## src/rtl/kogge_pipe.sv

```systemverilog
// Pipelined Kogge-Stone adder/subtractor with valid/ready handshakes on both sides.
// Operands are registered, turned into P/G, then combined one prefix level per stage.
module kogge_pipe #(
    parameter int WIDTH = 16
) (
    input  logic             clk,
    input  logic             rst,
    input  logic             in_valid,
    output logic             in_ready,
    input  logic [WIDTH-1:0] a,
    input  logic [WIDTH-1:0] b,
    input  logic             cin,
    input  logic             sub,
    output logic             out_valid,
    input  logic             out_ready,
    output logic [WIDTH-1:0] sum,
    output logic             cout,
    output logic             ovf
);

    localparam int LEVELS = $clog2(WIDTH);
    localparam int LAT    = LEVELS + 2;

    // Valid bits: [0] operand stage, [1] P/G stage, [2..LEVELS+1] prefix levels, [LAT] result.
    logic [LAT:0]       vld_reg;
    logic               stall;
    logic               advance;

    logic [WIDTH-1:0]   a_reg;
    logic [WIDTH-1:0]   b_reg;
    logic               cin_reg;
    logic               sub_reg;

    logic [WIDTH-1:0]   b_eff;
    logic               c0_pg;
    logic [WIDTH-1:0]   p_pg;
    logic [WIDTH-1:0]   g_pg;

    logic [WIDTH-1:0]   g_reg  [0:LEVELS];
    logic [WIDTH-1:0]   p_reg  [0:LEVELS];
    logic [WIDTH-1:0]   po_reg [0:LEVELS];
    logic [LEVELS:0]    c0_reg;

    logic [WIDTH-1:0]   g_next [1:LEVELS];
    logic [WIDTH-1:0]   p_next [1:LEVELS];

    logic [WIDTH-1:0]   carry_into;
    logic [WIDTH-1:0]   sum_next;
    logic               cout_next;
    logic               ovf_next;

    logic [WIDTH-1:0]   sum_reg;
    logic               cout_reg;
    logic               ovf_reg;

    // Global stall: the whole pipe freezes, bubbles included.
    assign out_valid = vld_reg[LAT];
    assign stall     = out_valid & ~out_ready;
    assign advance   = ~stall;
    assign in_ready  = ~stall;

    always_ff @(posedge clk) begin
        if (rst) begin
            vld_reg <= '0;
        end else if (advance) begin
            vld_reg <= {vld_reg[LAT-1:0], in_valid};
        end
    end

    always_ff @(posedge clk) begin
        if (advance) begin
            a_reg   <= a;
            b_reg   <= b;
            cin_reg <= cin;
            sub_reg <= sub;
        end
    end

    // Subtraction is a + ~b + 1; the carry-in is folded into bit 0 as a generate.
    always_comb begin
        b_eff   = sub_reg ? ~b_reg : b_reg;
        c0_pg   = sub_reg | cin_reg;
        p_pg    = a_reg ^ b_eff;
        g_pg    = a_reg & b_eff;
        g_pg[0] = g_pg[0] | (p_pg[0] & c0_pg);
    end

    generate
        for (genvar gi = 1; gi <= LEVELS; gi++) begin : g_level
            localparam int SPAN = 1 << (gi - 1);
            for (genvar gb = 0; gb < WIDTH; gb++) begin : g_bit
                if (gb >= SPAN) begin : g_combine
                    assign g_next[gi][gb] = g_reg[gi-1][gb] |
                                            (p_reg[gi-1][gb] & g_reg[gi-1][gb-SPAN]);
                    assign p_next[gi][gb] = p_reg[gi-1][gb] & p_reg[gi-1][gb-SPAN];
                end else begin : g_pass
                    assign g_next[gi][gb] = g_reg[gi-1][gb];
                    assign p_next[gi][gb] = p_reg[gi-1][gb];
                end
            end
        end
    endgenerate

    always_ff @(posedge clk) begin
        if (advance) begin
            g_reg[0]  <= g_pg;
            p_reg[0]  <= p_pg;
            po_reg[0] <= p_pg;
            c0_reg[0] <= c0_pg;
            for (int k = 1; k <= LEVELS; k++) begin
                g_reg[k]  <= g_next[k];
                p_reg[k]  <= p_next[k];
                po_reg[k] <= po_reg[k-1];
                c0_reg[k] <= c0_reg[k-1];
            end
        end
    end

    // After the last level, group G[i] is the carry out of bit i.
    always_comb begin
        carry_into = {g_reg[LEVELS][WIDTH-2:0], c0_reg[LEVELS]};
        sum_next   = po_reg[LEVELS] ^ carry_into;
        cout_next  = g_reg[LEVELS][WIDTH-1];
        ovf_next   = carry_into[WIDTH-1] ^ cout_next;
    end

    always_ff @(posedge clk) begin
        if (rst) begin
            sum_reg  <= '0;
            cout_reg <= 1'b0;
            ovf_reg  <= 1'b0;
        end else if (advance) begin
            sum_reg  <= sum_next;
            cout_reg <= cout_next;
            ovf_reg  <= ovf_next;
        end
    end

    assign sum  = out_valid ? sum_reg : '0;
    assign cout = out_valid & cout_reg;
    assign ovf  = out_valid & ovf_reg;

endmodule

```

## config.mk

```make
export PLATFORM = sky130hd
export DESIGN_NAME = kogge_pipe
export DESIGN_NICKNAME = d
export VERILOG_FILES = /design/src/rtl/kogge_pipe.sv
export SDC_FILE = /design/constraint.sdc
export NUM_CORES = 1
export LEC_CHECK = 0
export ABC_AREA = 1
export CORE_MARGIN = 2
export CORE_UTILIZATION = 30
export CTS_CLUSTER_DIAMETER = 80
export DETAILED_ROUTE_END_ITERATION = 12
export PLACE_DENSITY = 0.53
export SKIP_LAST_GASP = 1
export SLEW_MARGIN = 20
export SYNTH_ARGS = -nofsm -noshare
export SYNTH_HDL_FRONTEND = slang
export SYNTH_SLANG_ARGS = --single-unit
```

## constraint.sdc

```tcl
create_clock -name clk -period 9.4 [get_ports clk]
set_input_delay 1.41 -clock clk [delete_from_list [all_inputs] [get_ports clk]]
set_output_delay 1.41 -clock clk [all_outputs]
set_load 0.005 [all_outputs]
```

==> run metrics <==
Tcrit/Tclk final 52.3%; FP Rows 65; cts repair resizes 0; commonest non-fill, non-tap cell in the layout edfxtp_1; WS Path Type in2out; Routed met2 length 5.97 mm; Worst Hold Class reg2reg; top layer in use met4; dpl hpwl 8.58 mm; Yosys top cell by area edfxtp_1; CP max FO 61; Synth Net Count 738; Most common cell on crit path clkdlybuf4s50_1; I/O pin count 58; Worst-Skew Late Latency 520 ps; Initial Utilization 30.3%; Layout fillers 2980; startpoint types primary input; register area share after synthesis 78.6%; DRT Wirelength 13.6 mm; CTS Hold Buffers Added 0; Ys Warns 0; GRT Total Usage 8.30%; vias per cell 3.88; Design Power 2.74 mW; Crit. End Element output pin; core area 31500 sq um; post-layout util 36.6%; CTS sink cnt 258; Setup Skew 7.53 ps; met3 wire length 560 microns; max_cap viols 0; met1 wire length 6.62 mm; highest-count cells in the layout ignoring fill and taps edfxtp_1, nand2_1, inv_1; clock slew at reported path FFs 60 ps; # DRC 0; Die ar. 33300 sq um; CP arrival 3500 ps; Setup violations, final 0; Yosys top cell area share 73.3%; DR WL/cell 11.4 microns; vias in the first global route 4490; post-CTS setup buffer count 0; Routability Congestion 0.723; status finished clean; Worst path max stage delay 640 ps; H-tree depth 1; DR vias 4613; Iter 0 DRT Violations 281; Avg Cell Area, Syn 14.0 sq um; cell at the slowest stage of the critical path clkdlybuf4s50_1; Tightest Pin Transition 925 ps; GRT overflow 0; global-route wire length before repair 22.6 mm; Pre-antenna DRT Iters 4; Clock Tree Buf Depth 3; maximum clock rate 204 MHz; Post-Syn Area 9540 sq um; fraction of layout cells with a size suffix above 1 6.73%; RSZ-0062 raised after global routing false; final hold vios 0; min Tclk post-route 4910 ps; Leak 5.13 nW; CTS buffer count 28; register bit total from synthesis 258; Net count, final 820; Unique masters post-synth 17; CP cell instances clkdlybuf4s50_1, inv_2, nand2_4, buf_4, clkdlybuf4s50_1; CP required 7990 ps; synth top area cells edfxtp_1, nand2_1, dfxtp_1; Port Buffers 57; TNS Setup 0 ps; CTS root buffer clkbuf_16; n_diodes 0; initial antenna violation count 0; Post-Syn Instances 684; pwr dens 238 nW/um^2; Layout area overhead 20.6%; CTS tree built; Slew Limit Fails 0; Vert. Die Dim 182 microns; max_slew headroom 38.3%; Max VDD drop 0.140 mV; largest net degree at the start of global routing 68; Chip Width 182 microns; Post-DRT Antenna Nets 0
-- where the power goes --
part / leakage (nW) / switching (mW) / total (mW) / internal, mW
Combinational: 1.92 / 0.0714 / 0.145 / 0.0735
Clock: 0.454 / 0.413 / 1.06 / 0.642
Sequential: 2.75 / 0.0861 / 1.54 / 1.45
-- layer usage --
layer / vias up / track usage, %
met5: - / 0
met4: 0 / 3.13
met3: 28 / 1.86
met2: 86 / 13.1
met1: 2079 / 11.2
li1: 2420 / -
-- cells by family after synthesis --
group	count (synthesis)	synth area share (%)
and+or+nand+nor	238	10.1
DFF	258	78.6
buffers and inverters	123	5.18
adders and majority gates	16	2.10
AOI/OAI and AO/OA	33	2.57
xor gates and xnor gates	16	1.47
-- final cells by class --
| cell class | instances | area [sq um] | area share (%) |
|---|---|---|---|
| flip-flops and latches | 258 | 7500 | 65.1 |
| multi-input cells | 303 | 1560 | 13.5 |
| clock buffers | 38 | 830 | 7.20 |
| repair buffers | 62 | 608 | 5.28 |
| well taps | 402 | 503 | 4.37 |
| inverters | 113 | 424 | 3.68 |
| clock inverters | 14 | 92.6 | 0.804 |
-- through the flow --
step                      cell area [sq um]  setup slack, ps  hold slack (ps)  cells
after CTS                             11500             4440              415   1190
after detailed placement              10600             4450              405   1138
after global routing                  11500             4360              418   1190
after global placement                10600             4460              401   1138
final                                 11500             4490              412   1190
after floorplan                        9540             1400              400    684
-- synthesized netlist by cell type --
cell type / count
a21oi_1: 1
xor2_1: 16
o21bai_1: 6
a21o_1: 26
nand2_1: 171
nor2_1: 48
ha_1: 16
buf_4: 3
buf_2: 5
inv_2: 3
dfxtp_1: 25
buf_6: 2
inv_1: 110
nand3b_1: 17
or2_2: 1
edfxtp_1: 233
nor2_4: 1
-- worst max-delay path: cells and delay by family --
kind | cells | cell delay [ps]
buffers and inverters | 4 | 1960
AND/OR/NAND/NOR | 1 | 90
-- worst paths after layout --
check / start / end / slack [ps] / cells after the start
worst max-delay path: out_ready / in_ready / 4490 / 5
worst min register to register: po_reg[0][17] / po_reg[0][33] / 410 / 0
worst max register to register: vld_reg[6] / g_reg[0][65] / 6920 / 4
worst min-delay path: po_reg[0][17] / po_reg[0][33] / 410 / 0
Note: power is estimated with default switching activity, not from simulation.
